<file path="src/rtl/mem_arbiter.sv">
// mem_arbiter: two-port (instruction/data) to single memory initiator arbiter; MEM_ARBITER_ROUND_ROBIN_EN selects round-robin, otherwise data has fixed priority.
module mem_arbiter (
  input  logic        clk,
  input  logic        reset,
  input  logic [18:0] instr_m_addr,
  input  logic        instr_m_access,
  output logic        instr_m_ack,
  output logic [15:0] instr_m_data_in,
  input  logic [18:0] data_m_addr,
  input  logic [15:0] data_m_data_out,
  input  logic        data_m_access,
  input  logic        data_m_wr_en,
  input  logic [1:0]  data_m_bytesel,
  output logic        data_m_ack,
  output logic [15:0] data_m_data_in,
  output logic [18:0] q_m_addr,
  output logic [15:0] q_m_data_out,
  output logic        q_m_access,
  output logic        q_m_wr_en,
  output logic [1:0]  q_m_bytesel,
  input  logic        q_m_ack,
  input  logic [15:0] q_m_data_in
);
  typedef enum logic [1:0] {IDLE, GRANT_I, GRANT_D} state_t;
  state_t state;
  logic req, pick_d, gi, gd;
  assign req = instr_m_access | data_m_access;
`ifdef MEM_ARBITER_ROUND_ROBIN_EN
  logic last_grant;
  // last_grant: 1 = data was granted most recently
  assign pick_d = data_m_access & (~instr_m_access | ~last_grant);
  always_ff @(posedge clk or negedge reset)
    if (!reset) last_grant <= 1'b0;
    else if (state == IDLE && req) last_grant <= pick_d;
`else
  assign pick_d = data_m_access;
`endif
  always_ff @(posedge clk or negedge reset)
    if (!reset) state <= IDLE;
    else if (state == IDLE) state <= req ? (pick_d ? GRANT_D : GRANT_I) : IDLE;
    else if (q_m_ack) state <= IDLE;
  assign gi = state == GRANT_I;
  assign gd = state == GRANT_D;
  assign q_m_access   = gi | gd;
  assign q_m_addr     = gd ? data_m_addr : gi ? instr_m_addr : '0;
  assign q_m_data_out = q_m_access ? data_m_data_out : '0;
  assign q_m_wr_en    = gd & data_m_wr_en;
  assign q_m_bytesel  = gd ? data_m_bytesel : gi ? 2'b11 : 2'b00;
  assign instr_m_ack  = gi & q_m_ack;
  assign data_m_ack   = gd & q_m_ack;
  assign instr_m_data_in = q_m_data_in;
  assign data_m_data_in  = q_m_data_in;
endmodule

</file>
<file path="config.mk">
export PLATFORM = sky130hd
export DESIGN_NAME = mem_arbiter
export DESIGN_NICKNAME = d
export VERILOG_FILES = /design/src/rtl/mem_arbiter.sv
export SDC_FILE = /design/constraint.sdc
export NUM_CORES = 1
export LEC_CHECK = 0
export BUFFER_PORTS_ARGS = -buffer_cell sky130_fd_sc_hd__buf_2
export CAP_MARGIN = 20
export CORE_AREA = 2 2 58 60
export CTS_CLUSTER_SIZE = 30
export DETAILED_ROUTE_END_ITERATION = 12
export DIE_AREA = 0 0 60 62
export PLACE_DENSITY = 0.82
export RECOVER_POWER = 25
export SLEW_MARGIN = 20
export SYNTH_ARGS = -nofsm -noshare
export SYNTH_HDL_FRONTEND = slang
export SYNTH_SLANG_ARGS = --single-unit
</file>
<file path="constraint.sdc">
create_clock -name clk -period 1.6 [get_ports clk]
set_clock_uncertainty 0.2 [all_clocks]
set_input_delay 0.08 -clock clk [delete_from_list [all_inputs] [get_ports clk]]
set_output_delay 0.08 -clock clk [all_outputs]
set_load 0.01 [all_outputs]
</file>
==> run summary <==
status: complete, but fails checks
violated checks: setup timing
CTS tree: done
total grt overflow: 0
setup TNS: -3160 ps
Biggest register: state
Critical Path RT: 1320 ps
first-pass GRT wire length: 3730 um
synthesized cell area: 739 um^2
fin crit period: 1710 ps
Worst EP arrival: 1430 ps
area of the multi-input gates: 515 um^2
clock transition at the registers of the reported paths: 30 ps
Max-Cap Viols: 0
crit start category: flop
post-route ant nets: 0
WL final: 3030 um
Synth cell types: 15
Final nets: 285
I/O pin total: 151
Worst Slack Setup Final: -112 ps
sequential area share after synthesis: 6.77%
Initial DRC Count: 23
chip height: 62 um
routed via count: 1074
Seq cells post-synth: 2
# fillers: 307
Worst VDD drop: 0.469 mV
Die W: 60 um
fraction of layout cells with a size suffix above 1: 73.5%
CP Max Fanout: 6
CORE AREA: 3180 um^2
Max Clock Freq: 584 MHz
Synth Net Count: 179
largest net degree at the start of global routing: 21
fin crit share: 107%
Hold WC Path Type: primary input to output port
vias per inst: 4.37
dpl hpwl: 2170 um
ANT cells: 0
static leakage: 0.000899 uW
# DRC: 0
Power Dens Cells: 931 nW/um^2
Power, Total: 1530 uW
Final Hold Fails: 0
die area: 3720 um^2
Placed Instance Area: 1080 um^2
Post-Synthesis Cells: 96
H-tree depth: 1
Sink Count: 2
Overall Global Routing Usage: 13.4%
First-pass DRT Iterations: 4
Avg Cell Area, Syn: 7.70 um^2
Finished Cell Area: 1640 um^2
YS warnings: 0
Avg WL per Cell: 12.3 um
Slew headroom: 82.5%
Slew Viols, Final: 0
register area: 51.3 um^2
global placement routability congestion: 0.657
max FFs per register: 2
critical path capture point type: output port
Port Buffers: 102
vias in the first global route: 892
antenna violations before repair: 0
worst skew pair latency: 220 ps
Initial Util: 23.3%
RSZ-0062 raised after global routing: yes
endpoints failing setup: 37
std cell rows: 21
CTS root buf: clkbuf_4
CTS Buf Count: 3
biggest regs: state x2
Least-Margin Pin Slew: 262 ps
maximum root-to-sink buffer count: 2
Critical Setup Path Class: flop to output port
WHS: 242 ps
Synth-to-Final Area Change: 122%
==> logic make-up after synthesis <==
family | after synthesis | synth area share [%]
buffers and inverters | 39 | 38.4
flip-flops | 2 | 6.77
AO/OA/AOI/OAI | 21 | 24.0
adder cells (fa/ha/maj) | 5 | 8.46
AND/OR/NAND/NOR | 29 | 22.3
==> worst max-delay path, stage by stage (launching register included) <==
cell and delay, ps:
dfrtp_1 390, buf_6 130, ha_4 160, nor2b_4 150
buf_6 140, a22o_1 120, buf_2 120
==> cells in the mapped netlist <==
library cell / count / area share [%]
clkbuf_1: 1 / 0.51
buf_6: 2 / 3.0
o31ai_1: 2 / 2.0
nor2b_1: 1 / 0.85
a22o_1: 18 / 21
dfrtp_1: 2 / 6.8
ha_1: 5 / 8.5
nand3b_1: 1 / 1.0
o21ai_1: 1 / 0.68
buf_4: 32 / 32
and2_1: 19 / 16
nand2b_1: 1 / 0.85
buf_2: 2 / 1.4
inv_1: 2 / 1.0
nand2_1: 7 / 3.6
==> layout make-up <==
| class | instances | share of cell area, % |
|---|---|---|
| well taps | 46 | 3.51 |
| repair buffers | 138 | 60.0 |
| clock buffers | 3 | 1.37 |
| multi-input cells | 55 | 31.4 |
| flip-flops and latches | 2 | 3.13 |
| inverters | 2 | 0.610 |
==> through the flow <==
| stage | std cells | utilization [%] | setup WS, ps |
|---|---|---|---|
| floorplan | 96 | - | 92.0 |
| global placement | 214 | 34.1 | -31.4 |
| detailed placement | 214 | 34.1 | -62.6 |
| CTS | 243 | 44.2 | -131 |
| global route | 246 | 51.6 | -202 |
| finish | 246 | 51.6 | -112 |
==> power by group <==
part / internal [uW] / switching [uW]
clock: 82.5 / 27.2
combinational: 794 / 548
sequential: 62.5 / 13.2
total: 939 / 589
==> repair_timing <==
| action | in CTS | in global routing |
|---|---|---|
| endpoints found under the setup margin | 38 | 40 |
| resized for setup | 15 | 50 |
| gates cloned | 1 | 1 |
| hold buffers | 21 | 0 |
| pin swaps | 1 | 6 |
| buffers inserted | 4 | 3 |
| endpoints found under the hold margin | 36 | 0 |
==> worst paths after layout <==
kind / startpoint / to / slack [ps] / depth (start not counted)
max: state[1] / q_m_addr[3] / -110 / 6
min: data_m_bytesel[1] / q_m_bytesel[1] / 240 / 4
max reg2reg: state[1] / state[1] / 280 / 5
min reg2reg: state[0] / state[0] / 570 / 3
max in group asynchronous: reset / state[0] / 530 / 3
min in group asynchronous: reset / state[1] / 530 / 3
==> layer usage <==
metal	vias up	global-route usage [%]	wire length (um)	part of all wire, %
met5	-	0	0	0
met3	6	2.69	347	11
met4	0	5.08	38	1.3
met1	474	12.4	958	32
met2	92	28.1	1690	56
li1	502	-	-	-
==> layout by cell type, fill, tap and decap left out <==
cell	instances
nand3b_1	1
o21ai_1	1
dfrtp_1	1
a22o_1	18
clkbuf_4	3
nor2b_4	1
buf_4	6
nand2b_4	1
inv_2	1
dlygate4sd3_1	21
buf_6	26
ha_4	4
and2_1	2
and2_4	17
buf_8	1
o31ai_1	2
buf_2	84
inv_4	1
nand2_1	7
ha_2	1
dfrtp_2	1
No activity file was read; power rests on OpenSTA's default activity.
